File: config.mk
export PLATFORM = sky130hd
export DESIGN_NAME = sseg_scan_driver
export DESIGN_NICKNAME = d
export VERILOG_FILES = /design/src/rtl/sseg_scan_driver.sv
export SDC_FILE = /design/constraint.sdc
export NUM_CORES = 1
export LEC_CHECK = 0
export CAP_MARGIN = 10
export CELL_PAD_IN_SITES_DETAIL_PLACEMENT = 0
export CELL_PAD_IN_SITES_GLOBAL_PLACEMENT = 2
export CORE_MARGIN = 4
export CORE_UTILIZATION = 32
export DETAILED_ROUTE_END_ITERATION = 10
export PLACE_DENSITY_LB_ADDON = 0.08
export SYNTH_ARGS = -nofsm -noshare
export SYNTH_HDL_FRONTEND = slang
export SYNTH_SLANG_ARGS = --single-unit
File: constraint.sdc
create_clock -name clk -period 3 [get_ports clk]
set_input_delay 0.75 -clock clk [delete_from_list [all_inputs] [get_ports clk]]
set_output_delay 0.75 -clock clk [all_outputs]
set_load 0.01 [all_outputs]
File: src/rtl/sseg_scan_driver.sv
// ============================================================================
// sseg_scan_driver -- time-multiplexed N-digit hex seven-segment scan driver
// with registered active-low segments/anodes and per-slot anti-ghost dead-time.
// Optional build macro: LEADING_ZERO_BLANK_EN (suppress leading zero digits).
// Revision: 1.0
// ============================================================================
`default_nettype none

module sseg_scan_driver #(
  parameter int DIGITS       = 8,
  parameter int SCAN_DIV     = 16,
  parameter int BLANK_CYCLES = 2
) (
  input  logic                  clk,
  input  logic                  rst,
  input  logic                  load,
  input  logic [4*DIGITS-1:0]   data,
  input  logic [DIGITS-1:0]     point,
  input  logic [DIGITS-1:0]     le,
  output logic [7:0]            seg,
  output logic [DIGITS-1:0]     an,
  output logic                  frame
);

  localparam int IDX_W = (DIGITS > 1) ? $clog2(DIGITS) : 1;
  localparam int PS_W  = (SCAN_DIV > 1) ? $clog2(SCAN_DIV) : 1;
  localparam logic [PS_W-1:0]   c_ps_last  = PS_W'(SCAN_DIV - 1);
  localparam logic [IDX_W-1:0]  c_idx_last = IDX_W'(DIGITS - 1);
  localparam logic [DIGITS-1:0] c_an_one   = DIGITS'(1);

  logic [4*DIGITS-1:0] data_q;
  logic [DIGITS-1:0]   point_q, le_q;
  logic [PS_W-1:0]     ps_q, ps_d;
  logic [IDX_W-1:0]    idx_q, idx_d;
  logic [7:0]          seg_q, seg_d;
  logic [DIGITS-1:0]   an_q, an_d;
  logic                frame_q, frame_d;

  logic                w_dark;
  logic [3:0]          w_nib;
  logic [DIGITS-1:0]   w_lz;

  function automatic logic [6:0] dec(input logic [3:0] n);
    logic [6:0] s;
    case (n)
      4'h0: s = 7'h01;  4'h1: s = 7'h4F;  4'h2: s = 7'h12;  4'h3: s = 7'h06;
      4'h4: s = 7'h4C;  4'h5: s = 7'h24;  4'h6: s = 7'h20;  4'h7: s = 7'h0F;
      4'h8: s = 7'h00;  4'h9: s = 7'h04;  4'hA: s = 7'h08;  4'hB: s = 7'h60;
      4'hC: s = 7'h31;  4'hD: s = 7'h42;  4'hE: s = 7'h30;  default: s = 7'h38;
    endcase
    return s;
  endfunction

  // Dead-time window is judged on the registered prescaler value.
  if (BLANK_CYCLES == 0) begin : g_no_dark
    assign w_dark = 1'b0;
  end else begin : g_dark
    localparam logic [PS_W-1:0] c_blank = PS_W'(BLANK_CYCLES);
    assign w_dark = (ps_q < c_blank);
  end

  assign w_nib = data_q[{idx_q, 2'b00} +: 4];

`ifdef LEADING_ZERO_BLANK_EN
  // Walk from the top digit down; a digit is suppressed only while every
  // nibble at or above it is zero. Digit 0 is never suppressed.
  always_comb begin
    logic hi_zero;
    hi_zero = 1'b1;
    w_lz    = '0;
    for (int k = DIGITS - 1; k >= 1; k--) begin
      hi_zero = hi_zero & (data_q[4*k +: 4] == 4'h0);
      w_lz[k] = hi_zero;
    end
  end
`else
  assign w_lz = '0;
`endif

  always_comb begin
    ps_d    = ps_q + PS_W'(1);
    idx_d   = idx_q;
    frame_d = 1'b0;
    if (ps_q == c_ps_last) begin
      ps_d    = '0;
      idx_d   = (idx_q == c_idx_last) ? '0 : idx_q + IDX_W'(1);
      frame_d = (idx_q == c_idx_last);
    end
  end

  always_comb begin
    an_d  = '1;
    seg_d = 8'hFF;
    if (!w_dark) begin
      an_d = ~(c_an_one << idx_q);
      if (!le_q[idx_q]) begin
        seg_d = {(w_lz[idx_q] ? 7'h7F : dec(w_nib)), ~point_q[idx_q]};
      end
    end
  end

  always_ff @(posedge clk) begin
    if (rst) begin
      data_q  <= '0;
      point_q <= '0;
      le_q    <= '0;
      ps_q    <= '0;
      idx_q   <= '0;
      seg_q   <= 8'hFF;
      an_q    <= '1;
      frame_q <= 1'b0;
    end else begin
      if (load) begin
        data_q  <= data;
        point_q <= point;
        le_q    <= le;
      end
      ps_q    <= ps_d;
      idx_q   <= idx_d;
      seg_q   <= seg_d;
      an_q    <= an_d;
      frame_q <= frame_d;
    end
  end

  assign seg   = seg_q;
  assign an    = an_q;
  assign frame = frame_q;

endmodule

`default_nettype wire

==> results.yml <==
clocking:
  cts-buffers-inserted: 9
  cts_resized: 0
  cts_tree: "built"
  ctsLongestPathBuffers: 2
  clkTransAtPathRegs_ns: 0.07
  cts_sinks: 72
  htree_num_levels: 3
  hold_buffers: 0
  post_cts_buffers: 0
  cts-root-buf: "clkbuf_8"
  clock_latency_ns: 0.34
place:
  place_area_um2: 3910
  dp.cells: 476
  hpwl_um: 5060
  port_buffers: 67
  gp_congestion: 0.727
sta:
  finClkSkew_ns: 0.00770
  hold_viol: 0
  timing.fmax_ghz: 0.393
  fin_crit_ns: 2.54
  finalSetupTns_ns: 0
  rsz0062_at_grt: "false"
  max_slew.worst_pin.slew_ns: 0.627
  slew-limit-headroom_pct: 58.2
  fin_crit_sh_pct: 84.8
  drv_slew: 0
  setup_viol_count_final: 0
worst_setup_path:
  arrival_ns: 2.77
  crit_type: "reg2reg"
  r2r_cells: 7
  crit_path_end_kind: "register"
  r2r_slack_ns: 0.46
  r2r-end: "seg[2]"
  critPathRequiredTime_ns: 3.23
  worstSetupStartpoint: "idx_q[0]"
  r2r-start: "idx_q[0]"
  critPathMaxFanout: 8
  startpoint_type: "register"
pwr:
  p_sw_share_pct: 24.8
  p_leak_nw: 1.71
  total_power_mw: 2.04
  seqPwrFrac_pct: 50.6
  clkPwrFrac_pct: 37.1
  peakVddDrop_v: 0.000179
  combPwrFrac_pct: 12.3
  intPower_mw: 1.53
  power_switching_mw: 0.506
  p_per_area_nw_per_um2: 498
layout:
  fin_nets: 422
  final_common_cell: "dfxtp_1"
  fill_cells: 927
  stdcell_area_um2: 4100
  drive_gt1_share_pct: 11.8
  fin_util_pct: 44.0
  fin_cells: 492
  final_cell_mix: "dfxtp_1 (72), clkdlybuf4s50_1 (65), nor2_1 (54)"
  antennaDiodeCount: 0
  syn_to_final_growth_pct: 32.2
logic_synthesis:
  syn_area_um2: 3100
  yosysUniqueCellTypes: 38
  ys.flop_type: "dfxtp_1"
  synth-seq-cells: 72
  syn-num-nets: 354
  synth_edf_count: 0
  syn_inst: 290
  avgSynthCellArea_um2: 10.7
  postSynth.asyncResetShare_pct: 0
  yosysSeqAreaShare_pct: 46.5
  ys.warnings.count: 0
global_route:
  use_met1_pct: 17.7
  use_met2_pct: 20.0
  grt_pass1_wl_um: 11500
  grt-busiest-layer: "met2"
  grtUsageTotal_pct: 13.0
  met3_usage_pct: 3.04
  grt_max_degree: 58
  overflow: 0
  grt_pass1_vias: 2250
  antenna_found_initial: 0
floorplan:
  initial_core_util_pct: 33.3
  dieArea_um2: 11300
  rows: 35
  pin_count: 68
  die_w_um: 106
  core_um2: 9330
  die_h_um: 106
status:
  outcome: "finished clean"
detailed_routing:
  viasPerCell: 4.60
  antenna_left: 0
  routed-via-count: 2265
  drt_first_pass_iters: 4
  drc: 0
  drt-total-wl_um: 7160
  first_iter_violations: 66
  routedWlPerCell_um: 14.6
hold_path:
  worstHoldStart: "data_q[4]"
  min_to: "data_q[4]"
  hold_class: "reg2reg"
  holdPathStages: 2
run:
  maxCapViolations: 0
[registers in the layout (all words and copies together), names as in the netlist]
register / flops
data_q: 32
an: 8
le_q: 8
point_q: 8
seg: 8
ps_q: 4
idx_q: 3
frame: 1
[critical path, cell delays in order (launching register included)]
cell and delay, ns:
dfxtp_1 0.56, mux4_2 0.57, mux2i_2 0.40, inv_1 0.13, ha_1 0.24, nand3_1 0.11, o21ai_1 0.08, a221o_1 0.35
[how the worst max path moves through the flow]
stage | end | cells after the start
after floorplan | seg[2] | 9
after global placement | seg[2] | 7
after detailed placement | seg[2] | 7
after CTS | seg[2] | 7
after global routing | seg[2] | 7
final | seg[2] | 7
[cells in the mapped netlist (3+ instances only)]
cell	count	area [um2]
a21oi_1	4	20.0
a221o_1	4	40.0
buf_2	4	20.0
clkbuf_1	9	33.8
dfxtp_1	72	1440
ha_1	13	163
inv_1	7	26.3
mux2i_1	53	531
mux4_2	10	225
nand2_1	13	48.8
nand3_1	6	30.0
nor2_1	54	203
nor3_1	5	25.0
nor3b_1	3	22.5
o21ai_1	5	25.0
[per-stage QoR]
stage / hold slack, ns / setup slack, ns
finish: 0.493 / 0.457
global route: 0.516 / 0.276
CTS: 0.500 / 0.444
detailed placement: 0.481 / 0.445
global placement: 0.469 / 0.581
floorplan: 0.454 / 0.745
[power by group through the flow]
stage | sequential, mW | clock, mW | combinational (mW)
after floorplan | 1.05 | 0 | 0.138
after global placement | 1.06 | 0 | 0.253
after detailed placement | 1.06 | 0 | 0.254
after CTS | 1.03 | 0.784 | 0.255
after global routing | 1.04 | 0.826 | 0.276
final | 1.03 | 0.758 | 0.251
[cell type report]
class,instances,area (um2),share of cell area [%]
Clock buffer,9,124,3.02
Clock inverter,7,72.6,1.77
Inverter,9,33.8,0.824
Multi-Input combinational cell,192,1540,37.6
Sequential cell,72,1440,35.1
Tap cell,129,161,3.94
Timing Repair Buffer,74,726,17.7
[layer usage]
metal | part of all wire [%] | up-vias | wire length, um
li1 | - | 1144 | -
met1 | 49 | 1061 | 3510
met2 | 45 | 50 | 3190
met3 | 4.7 | 10 | 335
met4 | 1.7 | 0 | 125
met5 | 0 | - | 0
[logic make-up after synthesis]
logic type | synth area share [%]
mux | 25.9
buf+inv | 3.79
compound gates | 6.25
simple gates | 12.1
xor+xnor | 0.282
fa+ha+maj | 5.24
flops | 46.5
No activity file was read; power rests on OpenSTA's default activity.
